**src/rtl/stream_width_divider_if.sv**
```systemverilog
// AXI4-Stream bundle used on both sides of the width divider.
// DATA_W sets tdata width; tkeep carries one bit per byte.
interface stream_width_divider_if #(
  parameter int DATA_W = 64
);
  localparam int KEEP_W = DATA_W / 8;

  logic [DATA_W-1:0] tdata;
  logic [KEEP_W-1:0] tkeep;
  logic              tuser;
  logic              tvalid;
  logic              tready;
  logic              tlast;

  modport master (
    output tdata,
    output tkeep,
    output tuser,
    output tvalid,
    output tlast,
    input  tready
  );

  modport slave (
    input  tdata,
    input  tkeep,
    input  tuser,
    input  tvalid,
    input  tlast,
    output tready
  );
endinterface

```
**src/rtl/stream_width_divider.sv**
```systemverilog
// Wide-to-narrow AXI4-Stream converter. Each accepted word is held in a
// single buffer and emitted lane by lane (lane 0 first). On the final lane
// the buffer reloads in the same cycle, so back-to-back words produce no
// bubbles. Unused trailing lanes of a packet's last word are skipped, and
// malformed tkeep patterns raise a one-cycle error pulse.
module stream_width_divider #(
  parameter int DIVIDE_VALUE = 4,
  parameter int OUTPUT_WIDTH = 64
) (
  input  logic                   axi_aclk,
  input  logic                   axi_resetn,
  stream_width_divider_if.slave  s_axis,
  stream_width_divider_if.master m_axis,
  output logic                   error
);

  localparam int IN_WIDTH  = DIVIDE_VALUE * OUTPUT_WIDTH;
  localparam int LANE_KEEP = OUTPUT_WIDTH / 8;
  localparam int IN_KEEP   = IN_WIDTH / 8;
  localparam int LANE_W    = (DIVIDE_VALUE > 1) ? $clog2(DIVIDE_VALUE) : 1;
  localparam logic [LANE_W-1:0] MAX_LANE = LANE_W'(DIVIDE_VALUE - 1);

  // Holding buffer and lane sequencing state
  logic [IN_WIDTH-1:0] data_reg;
  logic [IN_KEEP-1:0]  keep_reg;
  logic                user_reg;
  logic                last_reg;
  logic                buf_valid_reg;
  logic [LANE_W-1:0]   lane_reg;
  logic [LANE_W-1:0]   last_lane_reg;
  logic                error_reg;

  // Per-lane views of the input mask and of the buffer
  logic [DIVIDE_VALUE-1:0] in_lane_any;
  logic [OUTPUT_WIDTH-1:0] data_lanes [DIVIDE_VALUE];
  logic [LANE_KEEP-1:0]    keep_lanes [DIVIDE_VALUE];

  logic [LANE_W-1:0]  in_last_lane;
  logic [IN_KEEP-1:0] keep_plus_one;
  logic               keep_full;
  logic               keep_contig;
  logic               in_malformed;
  logic               at_final;
  logic               s_ready;
  logic               s_hs;
  logic               m_hs;

  genvar gi;
  generate
    for (gi = 0; gi < DIVIDE_VALUE; gi++) begin : g_lane
      assign in_lane_any[gi] = |s_axis.tkeep[gi*LANE_KEEP +: LANE_KEEP];
      assign data_lanes[gi]  = data_reg[gi*OUTPUT_WIDTH +: OUTPUT_WIDTH];
      assign keep_lanes[gi]  = keep_reg[gi*LANE_KEEP +: LANE_KEEP];
    end
  endgenerate

  // Final lane of the incoming word: full width unless it ends a packet,
  // in which case it is the highest lane carrying any byte (0 if none)
  always_comb begin
    in_last_lane = MAX_LANE;
    if (s_axis.tlast) begin
      in_last_lane = '0;
      for (int k = 0; k < DIVIDE_VALUE; k++) begin
        if (in_lane_any[k]) begin
          in_last_lane = LANE_W'(k);
        end
      end
    end
  end

  // A mask is contiguous from bit 0 when adding one clears every set bit;
  // an all-zero last word is treated as malformed as well
  assign keep_plus_one = s_axis.tkeep + IN_KEEP'(1);
  assign keep_full     = &s_axis.tkeep;
  assign keep_contig   = (s_axis.tkeep != '0) && ((s_axis.tkeep & keep_plus_one) == '0);
  assign in_malformed  = s_axis.tlast ? !keep_contig : !keep_full;

  assign at_final = (lane_reg == last_lane_reg);
  assign s_ready  = axi_resetn && (!buf_valid_reg || (m_axis.tready && at_final));
  assign s_hs     = s_axis.tvalid && s_ready;
  assign m_hs     = buf_valid_reg && m_axis.tready;

  assign s_axis.tready = s_ready;
  assign m_axis.tvalid = buf_valid_reg;
  assign m_axis.tdata  = data_lanes[lane_reg];
  assign m_axis.tkeep  = keep_lanes[lane_reg];
  assign m_axis.tuser  = user_reg;
  assign m_axis.tlast  = last_reg && at_final;
  assign error         = error_reg;

  // Advance lanes on output handshakes and (re)load the buffer on input handshakes
  always_ff @(posedge axi_aclk or negedge axi_resetn) begin
    if (!axi_resetn) begin
      data_reg      <= '0;
      keep_reg      <= '0;
      user_reg      <= 1'b0;
      last_reg      <= 1'b0;
      buf_valid_reg <= 1'b0;
      lane_reg      <= '0;
      last_lane_reg <= '0;
      error_reg     <= 1'b0;
    end else begin
      error_reg <= s_hs && in_malformed;
      if (m_hs) begin
        if (!at_final) begin
          lane_reg <= lane_reg + LANE_W'(1);
        end else begin
          lane_reg <= '0;
          if (!s_hs) begin
            buf_valid_reg <= 1'b0;
          end
        end
      end
      if (s_hs) begin
        data_reg      <= s_axis.tdata;
        keep_reg      <= s_axis.tkeep;
        user_reg      <= s_axis.tuser;
        last_reg      <= s_axis.tlast;
        last_lane_reg <= in_last_lane;
        buf_valid_reg <= 1'b1;
        lane_reg      <= '0;
      end
    end
  end

endmodule

```
**src/flat_wrapper.sv**
```systemverilog
// flat-port wrapper written by rule: the top's interface ports become plain ports
module stream_width_divider_flat 
#(
  parameter int DIVIDE_VALUE = 4,
  parameter int OUTPUT_WIDTH = 64
)
  (axi_aclk, axi_resetn, error, s_axis_tdata, s_axis_tkeep, s_axis_tuser, s_axis_tvalid, s_axis_tlast, s_axis_tready, m_axis_tdata, m_axis_tkeep, m_axis_tuser, m_axis_tvalid, m_axis_tlast, m_axis_tready);
  stream_width_divider_if #(.DATA_W(((4) * (64)))) s_axis_i ();
  stream_width_divider_if #(.DATA_W((64))) m_axis_i ();
  input  logic axi_aclk;
  input  logic axi_resetn;
  output logic error;
  input wire logic [$bits(s_axis_i.tdata)-1:0] s_axis_tdata;
  input wire logic [$bits(s_axis_i.tkeep)-1:0] s_axis_tkeep;
  input wire logic [$bits(s_axis_i.tuser)-1:0] s_axis_tuser;
  input wire logic [$bits(s_axis_i.tvalid)-1:0] s_axis_tvalid;
  input wire logic [$bits(s_axis_i.tlast)-1:0] s_axis_tlast;
  output wire logic [$bits(s_axis_i.tready)-1:0] s_axis_tready;
  output wire logic [$bits(m_axis_i.tdata)-1:0] m_axis_tdata;
  output wire logic [$bits(m_axis_i.tkeep)-1:0] m_axis_tkeep;
  output wire logic [$bits(m_axis_i.tuser)-1:0] m_axis_tuser;
  output wire logic [$bits(m_axis_i.tvalid)-1:0] m_axis_tvalid;
  output wire logic [$bits(m_axis_i.tlast)-1:0] m_axis_tlast;
  input wire logic [$bits(m_axis_i.tready)-1:0] m_axis_tready;
  assign s_axis_i.tdata = s_axis_tdata;
  assign s_axis_i.tkeep = s_axis_tkeep;
  assign s_axis_i.tuser = s_axis_tuser;
  assign s_axis_i.tvalid = s_axis_tvalid;
  assign s_axis_i.tlast = s_axis_tlast;
  assign s_axis_tready = s_axis_i.tready;
  assign m_axis_tdata = m_axis_i.tdata;
  assign m_axis_tkeep = m_axis_i.tkeep;
  assign m_axis_tuser = m_axis_i.tuser;
  assign m_axis_tvalid = m_axis_i.tvalid;
  assign m_axis_tlast = m_axis_i.tlast;
  assign m_axis_i.tready = m_axis_tready;
  stream_width_divider #(.DIVIDE_VALUE(DIVIDE_VALUE), .OUTPUT_WIDTH(OUTPUT_WIDTH)) u_core (.axi_aclk(axi_aclk), .axi_resetn(axi_resetn), .s_axis(s_axis_i), .m_axis(m_axis_i), .error(error));
endmodule
```
**config.mk**
```make
export PLATFORM = sky130hd
export DESIGN_NAME = stream_width_divider_flat
export DESIGN_NICKNAME = d
export VERILOG_FILES = /design/src/rtl/stream_width_divider_if.sv /design/src/rtl/stream_width_divider.sv /design/src/flat_wrapper.sv
export SDC_FILE = /design/constraint.sdc
export NUM_CORES = 1
export LEC_CHECK = 0
export CAP_MARGIN = 10
export CORE_MARGIN = 2
export CORE_UTILIZATION = 44
export CTS_CLUSTER_DIAMETER = 40
export DETAILED_ROUTE_END_ITERATION = 6
export GPL_TIMING_DRIVEN = 0
export HOLD_SLACK_MARGIN = 0.1
export PLACE_DENSITY = 0.73
export SLEW_MARGIN = 20
export SYNTH_ARGS = -nofsm -noshare
export SYNTH_HDL_FRONTEND = slang
export SYNTH_SLANG_ARGS = --single-unit
export TNS_END_PERCENT = 30
```
**constraint.sdc**
```tcl
create_clock -name axi_aclk -period 3.3 [get_ports axi_aclk]
set_input_delay 0.33 -clock axi_aclk [delete_from_list [all_inputs] [get_ports axi_aclk]]
set_output_delay 0.33 -clock axi_aclk [all_outputs]
set_load 0.03 [all_outputs]
```
-- Word level (Yosys, flattened, before mapping)
Cells that the tools add are included.
W data, S select, Z words.
- bits in registers: 296
- bits in latches: 0
- memory bits (writable): 0
- ROM bits: 0
- input bits: 294
- output and inout bits: 77
- word-level logic and storage cells: 51
- memories: 0
- add/subtract/negate cells: 2
- $mul: 0
- div/mod/pow operators: 0
- $lt $le $gt $ge: 1
- equal/unequal tests: 1
- shift-type cells: 0
- mux-type cells: 17
- bitwise gates (word level): 2
- reductions and logical operators: 20
- operator list (operator ; number):
    $bmux W64 S2 ; 1
    $mux W64 ; 2
    $add A32 B1 Y32 const B ; 1
    $and A32 B32 Y32 ; 1
    $logic_not A32 Y1 ; 1
    $reduce_and A32 Y1 ; 1
    $reduce_bool A32 Y1 ; 1
    $reduce_or A8 Y1 ; 3
    $bmux W8 S2 ; 1
    $mux W8 ; 2
    $mux W2 ; 6
    $logic_and A1 B1 Y1 ; 7
    $mux W1 ; 5
    $reduce_bool A2 Y1 ; 2
    $ge A3 B3 Y1 const B ; 1
    $logic_not A1 Y1 ; 3
    $not A2 Y3 ; 1
    $add A2 B1 Y2 const B ; 1
    $eq A2 B2 Y1 ; 1
    $reduce_and A2 Y1 ; 1
    $logic_or A1 B1 Y1 ; 1

-- Longest topological paths before layout
- depth in word-level cells: 7
- gate-level depth with buffers: 8
- mapped depth without buffers: 5

-- Worst setup path after synthesis
No wires, ideal clock.
- path type: register -> output
- from: register u_core.lane_reg[0]
- to: output m_axis_tdata[16]
- arrival: 1.626 ns
- data required time: 2.970 ns
- setup slack: 1.344 ns
- cell stages (with the launch flop): 5
- buffers on the path: 3
- path through: dfrtp_1 buf_6 buf_2 buf_2 mux4_2
- word-level cells in the longest chain between the ends: 4
- ends and longest elaborated chain (what ; line ; text):
    start: declaration ; stream_width_divider.sv:29 ; logic [LANE_W-1:0] lane_reg;
    start signal: assignment ; stream_width_divider.sv:106 ; lane_reg <= lane_reg + LANE_W'(1);
    $not A2 Y3 (not written as such) ; stream_width_divider.sv:85 ; assign m_axis.tdata = data_lanes[lane_reg];
    $bmux W64 S2 ; stream_width_divider.sv:85 ;
    $mux W64 (not written as such) (2 in a row) ; stream_width_divider.sv:85 ;
    end: declaration ; flat_wrapper.sv:19 ; output wire logic [$bits(m_axis_i.tdata)-1:0] m_axis_tdata;
Every way passes these cells. The select of a mux whose other input is x is not followed.

-- Worst setup path after layout
- from: register u_core.lane_reg[0]
- to: output m_axis_tdata[59]
Same word-level chain as after synthesis.

==> out/qor.yml <==
p_switching_mw: 7.19
clock_latency_ns: 0.55
min_period_ns: 3.14
grt_overflow_total: 0
cts.sinks: 296
powerDensity_mw_per_mm2: 1060
start_util_pct: 44.6
p_int_mw: 14.6
avgSynthCellArea_um2: 18.0
htree_levels: 2
drc: 0
numCtsBuffers: 49
cts_tree: "yes"
hold_path_class: "primary input to async pin"
grt_pass1_vias: 9862
die_w_um: 186
ys_types: 45
largest_reg_flops: 256
drt-initial-drc-count: 409
finalSetupViolCount: 0
cp_data_arrival_time_ns: 2.81
relSlewSlack_pct: 52.4
worst-r2r-setup-slack_ns: 1.29
rsz0062_at_grt: "no"
syn_area_mm2: 0.0145
num_vias: 8873
min_period_over_period_pct: 95.1
p_seq_share_pct: 30.0
cp-end-kind: "primary output"
critPathLaunch: "u_core.lane_reg[0]"
dp_hpwl_mm: 27.2
total_leakage_power_nw: 9.33
wire_per_inst_um: 22.5
endpoint: "m_axis_tdata[59]"
yosysWarnings: 0
row_count: 66
pwr-share-comb_pct: 46.9
grt_max_degree: 85
timing.fmax_ghz: 0.319
syn_nets: 1103
avgViaCountPerCell: 5.15
start_kind: "flop"
fin_skew_ns: 0.0210
dp_cells: 1624
path_class: "flop to primary output"
multi_input_area_mm2: 0.00644
die_area_mm2: 0.0345
swShare_pct: 33.0
drive_gt1_share_pct: 39.3
fp.coreArea_mm2: 0.0325
cts.clk_slew.worst_paths_ns: 0.06
max_slew.worst_pin.slew_ns: 0.715
synth-seq-area-share_pct: 51.0
num-fill-cells: 2413
syn_to_final_growth_pct: 41.5
worstPathMaxFanout: 10
async_flop_share_pct: 100
regArea_mm2: 0.00741
synth-edff-count: 0
tns_ns: 0
cts_root_buf: "clkbuf_16"
synth_seq_cells: 296
reg2reg_to: "u_core.data_reg[214]"
antenna_found_initial: 6
status: "completed"
gp_congestion: 0.890
clkPwrFrac_pct: 23.1
finalWirelength_mm: 38.7
synth_flop_cell: "dfrtp_1"
die_h_um: 186
cp_data_required_time_ns: 2.97
syn_inst: 809
fin_util_pct: 63.2
antenna_left: 0
nNetsFinal: 1528
first_pass_iters: 5
r2r_cells: 7
io_pins: 371
io_buffer_count: 370
maxCapViolCount: 0
cts_setup_buffers: 0
grt_use_total_pct: 22.6
report.final.slew_viol_count: 0
instances_no_fill: 1722
grt_pass1_wl_mm: 58.9
finalHoldViolCount: 0
ir_worst_vdd_mv: 0.656
reg2reg_from: "u_core.lane_reg[0]"
clock_path_buffers: 3
==> synth_stat cells (3+ instances only) <==
library cell | number | area [um^2]
dfrtp_1 | 296 | 7410
mux2_4 | 263 | 3950
mux4_2 | 72 | 1620
buf_12 | 22 | 440
mux2_2 | 22 | 248
nand2_1 | 19 | 71.3
nand4_1 | 10 | 62.6
nor4_1 | 9 | 56.3
o21ai_0 | 9 | 45.0
buf_2 | 8 | 40.0
buf_8 | 7 | 105
clkbuf_1 | 7 | 26.3
a21oi_1 | 6 | 30.0
inv_1 | 6 | 22.5
nor2_1 | 6 | 22.5
nand2b_1 | 4 | 25.0
nand3_1 | 4 | 20.0
nor3_1 | 3 | 15.0
==> worst min-delay path by stage <==
stage,start,endpoint,slack (ns),cells after the start
6_report,axi_resetn,u_core.data_reg[78],0.31,2
5_1_grt,axi_resetn,u_core.data_reg[78],0.33,2
4_1_cts,axi_resetn,u_core.data_reg[78],0.34,2
3_5_place_dp,axi_resetn,u_core.data_reg[14],0.34,1
3_3_place_gp,u_core.keep_reg[12],u_core.keep_reg[12],0.46,2
2_1_floorplan,axi_resetn,u_core.data_reg[0],0.03,0
==> area by class of cell <==
class                           instances  area share (%)
Tap cell                              442            2.69
Inverter                                6           0.110
Timing Repair Buffer                  374            18.5
Antenna cell                            7          0.0852
Clock buffer                           61            6.53
Buffer                                 50            3.30
Multi-Input combinational cell        457            31.3
Sequential cell                       296            36.0
Clock inverter                         29            1.42
==> cell usage in the layout, fill, tap and decap left out, types with 5 or more instances in the layout <==
master,count
clkinv_2,7
clkdlybuf4s50_1,369
inv_6,7
buf_8,7
clkbuf_2,6
dfrtp_1,296
clkinvlp_4,7
nor4_1,9
diode_2,7
inv_1,6
mux2_2,22
mux2_4,263
clkbuf_8,5
nor2_1,6
clkbuf_1,7
a21oi_1,6
nand2_1,19
nand4_1,10
o21ai_0,9
buf_12,23
mux4_2,72
clkbuf_16,50
buf_4,7
==> cell families after synthesis <==
group,share of synthesized area [%]
compound gates,1.61
mux,40.1
buf+inv,4.68
simple gates,2.48
flops,51.0
xor+xnor,0.172
==> per-stage QoR <==
stage	total power, mW	area [um^2]	worst slack, ns	hold slack [ns]
2_1_floorplan	13.4	14500	1.34	0.0344
3_3_place_gp	16.6	18800	-11.40	0.462
3_5_place_dp	16.8	18900	0.250	0.340
4_1_cts	22.0	20500	0.00101	0.343
5_1_grt	22.8	20500	0.0195	0.329
6_report	21.8	20600	0.163	0.307
==> layer usage <==
metal | wire [um] | track usage, %
met5 | 13 | 0
met4 | 802 | 7.24
met3 | 2870 | 5.95
met2 | 18600 | 36.1
met1 | 16500 | 30.2
==> power groups by stage <==
stage / Combinational (mW) / Clock [mW] / Sequential (mW)
2_1_floorplan: 7.22 / 0 / 6.19
3_3_place_gp: 10.2 / 0 / 6.49
6_report: 10.2 / 5.03 / 6.54
4_1_cts: 10.3 / 5.12 / 6.51
5_1_grt: 10.7 / 5.32 / 6.74
3_5_place_dp: 10.3 / 0 / 6.52
==> critical path, cell delays in order (launching register included) <==
cell             delay (ns)
dfrtp_1                0.33
buf_6                  0.13
clkbuf_1               0.54
mux4_2                 0.59
clkdlybuf4s50_1        0.66
==> timing repair <==
action                                 CTS  global route
hold buffers                             1             0
setup endpoints to repair               59            48
endpoints found under the hold margin   68             0
gates resized for setup                  7            11
Note: power is estimated with default switching activity, not from simulation.
==> edit 1: new RTL, same settings <==
Register the output `error` once more, cleared by the reset; this adds one clock of latency there. The other outputs are not delayed to match. Comments in the files are not updated.
--- a/src/rtl/stream_width_divider.sv
+++ b/src/rtl/stream_width_divider.sv
@@ -88,3 +88,9 @@
   assign m_axis.tlast  = last_reg && at_final;
-  assign error         = error_reg;
+  always_ff @(posedge axi_aclk or negedge axi_resetn) begin
+    if (!axi_resetn) begin
+      error <= '0;
+    end else begin
+      error <= error_reg;
+    end
+  end
 
Check against the original RTL: not equivalent (a bounded check fails within 4 cycles, from zero or initial values and one cycle with axi_resetn low).
==> edit 1 against the original RTL <==
Setup slack worse by 0.00088 ns. Cell area hardly changed. Maximum frequency barely moved. Via count fell by 0.65%. Synthesized area up 0.17%. Die area up 0.17%. Critical path depth unchanged. First-iteration DRC count is 8.8% lower. Total power rose by 0.25%. Wire length hardly changed. Sequential cell count rose by 1.
==> edit 1: results <==
{
  "design_area_sq_um": 20600,
  "hpwl_um": 27300,
  "p_leak_nw": 9.33,
  "clock_tree_area_fraction": 0.0793,
  "synth_area_leaders": "dfrtp_1 51%, mux2_4 27%, mux4_2 11%",
  "clock_buffers": 64,
  "wl_per_cell_um": 22.6,
  "worst_slew_pin_slew_ns": 0.784,
  "synth.top_cells.by_count": "297 x dfrtp_1, 263 x mux2_4, 72 x mux4_2, 22 x buf_12, 22 x mux2_2",
  "die_width_um": 186,
  "synth_nets": 1104,
  "fin_worst_skew_ns": 0.0205,
  "final_layout_size_suffix_gt1_frac": 0.388,
  "outcome": "finished, final reports clean",
  "grtUsageMet1": 0.286,
  "firstDrtPassIters": 4,
  "use_met3": 0.0712,
  "globalplace.congestion": 0.853,
  "ir_worst_vdd_mv": 0.703,
  "grt.total_usage": 0.225,
  "yosysSeqAreaShare": 0.511,
  "clock_latency_ns": 0.54,
  "antenna_found_initial": 2,
  "antenna_cells": 1,
  "grt_max_degree": 96,
  "grt_pass1_wl_um": 58500,
  "grt_use_met2": 0.369,
  "numCtsBuffers": 48
}
edit 1: report_power, final:
| group | switching, mW | total [mW] | internal, mW |
|---|---|---|---|
| clock network | 1.79 | 5.07 | 3.28 |
| logic | 4.27 | 10.2 | 5.93 |
| registers | 1.05 | 6.56 | 5.51 |
| total | 7.11 | 21.8 | 14.7 |
edit 1: logic make-up after synthesis:
family,share of synthesized area
mux,0.400
flops,0.511
simple gates,0.0248
buf+inv,0.0467
compound gates,0.0161
xor+xnor,0.00172
edit 1: final timing paths:
kind / from / endpoint / slack [ns]
setup / recovery: u_core.lane_reg[1]$_DFFE_PN0P_ / m_axis_tdata[40] / 0.16
hold / removal: axi_resetn / u_core.data_reg[33]$_DFFE_PN0P_ / 0.29
setup reg to reg: u_core.lane_reg[0]$_DFFE_PN0P_ / u_core.data_reg[212]$_DFFE_PN0P_ / 1.25
hold reg to reg: u_core.error_reg$_DFF_PN0_ / u_core.error$_DFF_PN0_ / 0.36
max in group asynchronous: axi_resetn / u_core.keep_reg[4]$_DFFE_PN0P_ / 1.78
min in group axi_aclk: u_core.error_reg$_DFF_PN0_ / u_core.error$_DFF_PN0_ / 0.36
edit 1: metrics by stage:
step                hold slack (ns)  TNS [ns]  instances
floorplan                    0.0344         0        810
global route                  0.334         0       1711
finish                        0.293         0       1712
global placement              0.340  -6264.22       1622
detailed placement            0.289         0       1625
CTS                           0.306         0       1711
edit 1: per-layer routing:
layer,vias up,routed length [um]
li1,3908,-
met1,4543,15800
met2,301,18700
met3,63,3330
met4,0,918
met5,-,0
edit 1: what timing repair did:
item                                    CTS  global route
endpoints found under the setup margin   59             0
hold endpoints to repair                 55             0
hold buffers                              1             0
gates resized for setup                  13             0
==> edit 2: new RTL, config.mk and constraints unchanged <==
Made on the original files. The output `error` loses its register stage (`error_reg` becomes a continuous assignment).
--- a/src/rtl/stream_width_divider.sv
+++ b/src/rtl/stream_width_divider.sv
@@ -100,5 +100,3 @@
       last_lane_reg <= '0;
-      error_reg     <= 1'b0;
     end else begin
-      error_reg <= s_hs && in_malformed;
       if (m_hs) begin
@@ -125,2 +123,4 @@
 
+  assign error_reg = s_hs && in_malformed;
+
 endmodule
Formal check against the unedited RTL: not equivalent (a bounded check fails within 4 cycles, from zero or initial values and one cycle with axi_resetn low).
==> edit 2 against the original RTL <==
Sequential cell count decreased by 1. First-iteration DRC count increased by 8.8%. Synthesized area decreased by 0.17%. Total power increased by 0.79%. Wire length increased by 1.8%. Setup slack got worse by 0.073 ns. Core utilization increased by 0.59 points. Cell area increased by 0.68%. Synthesized cell count decreased by 0.12%. Clock power increased by 3%. Critical path depth unchanged. Count of clock-buffer cells in the layout decreased by 2. Critical path type unchanged. Largest power group unchanged.
==> edit 2: results <==
{
  "outcome": "finished, final reports clean",
  "grt_max_degree": 96,
  "arrival_ns": 2.88,
  "cts.repair.resized": 4,
  "final_layout_size_suffix_gt1_frac": 0.397,
  "crit_start": "u_core.lane_reg[1]$_DFFE_PN0P_",
  "fillers": 2357,
  "nNetsFinal": 1532,
  "worst_slew_pin_slew_ns": 0.824,
  "crit_end": "m_axis_tdata[61]",
  "firstDrtPassIters": 4,
  "grtUsageMet1": 0.301,
  "ir_worst_vdd_mv": 0.640,
  "worst_slack_ns": 0.0898,
  "async_flop_share": 1.00,
  "largest_reg_flops": 256,
  "placed_area_sq_um": 18800,
  "cp_max_fo": 10,
  "reg2reg_to": "u_core.data_reg[210]$_DFFE_PN0P_",
  "placedCellCount": 1623,
  "p_leak_nw": 9.40,
  "grt_pass1_wl_um": 59600,
  "yosysWarnings": 0,
  "r2r_slack_ns": 1.27,
  "globalplace.congestion": 0.867,
  "grt_use_met2": 0.370,
  "detail_route.iter0.violations": 445,
  "hold_buffers": 7,
  "synth-compound-area-share": 0.0161,
  "synthMuxAreaShare": 0.401,
  "crit_family": "buffers and inverters",
  "synthXorXnorAreaFrac": 0.00173,
  "power.switching_mw": 7.27,
  "grt.total_usage": 0.229,
  "numCtsBuffers": 48,
  "fin_worst_skew_ns": 0.0177,
  "viasPerCell": 5.20,
  "use_met3": 0.0591,
  "synth_area_leaders": "dfrtp_1 51%, mux2_4 27%, mux4_2 11%",
  "hpwl_um": 27500,
  "antenna_found_initial": 5,
  "grt_pass1_vias": 10011,
  "pre_cts_ws_ns": 0.0636,
  "cp_slowest_stage_delay_ns": 0.64,
  "synth.top_cells.by_count": "295 x dfrtp_1, 263 x mux2_4, 72 x mux4_2, 22 x buf_12, 22 x mux2_2",
  "yosysUniqueCellTypes": 45,
  "instances_no_fill": 1726,
  "hold_path.class": "in2reg",
  "holdWs_ns": 0.389,
  "wl_per_cell_um": 22.8,
  "synth_nets": 1102,
  "syn_area_per_cell_sq_um": 17.9,
  "yosysSeqAreaShare": 0.509,
  "htree_levels": 2
}
edit 2: power groups by stage:
stage	clock network [mW]	registers, mW	logic [mW]
floorplan	0	6.17	7.23
global route	5.46	6.76	10.8
finish	5.17	6.54	10.2
CTS	5.27	6.53	10.3
detailed placement	0	6.52	10.2
global placement	0	6.48	10.1
edit 2: area by class of cell:
class	count	area, sq um	area share
Clock buffer	59	1350	0.0650
Timing Repair Buffer	380	3930	0.190
Antenna cell	6	15.0	0.000725
Sequential cell	295	7380	0.357
Clock inverter	31	338	0.0163
Buffer	50	677	0.0327
Tap cell	442	553	0.0267
Multi-Input combinational cell	457	6440	0.311
Inverter	6	22.5	0.00109
edit 2: kinds of logic after synthesis:
group | count (synthesis)
AO/OA/AOI/OAI | 34
AND/OR/NAND/NOR | 64
buffers and inverters | 56
multiplexers | 357
XOR/XNOR | 2
flip-flops | 295
edit 2: layer usage:
layer	part of all wire	vias up
met5	0.00033	-
met4	0.025	2
met1	0.42	4620
met3	0.074	76
met2	0.48	334
li1	-	3937
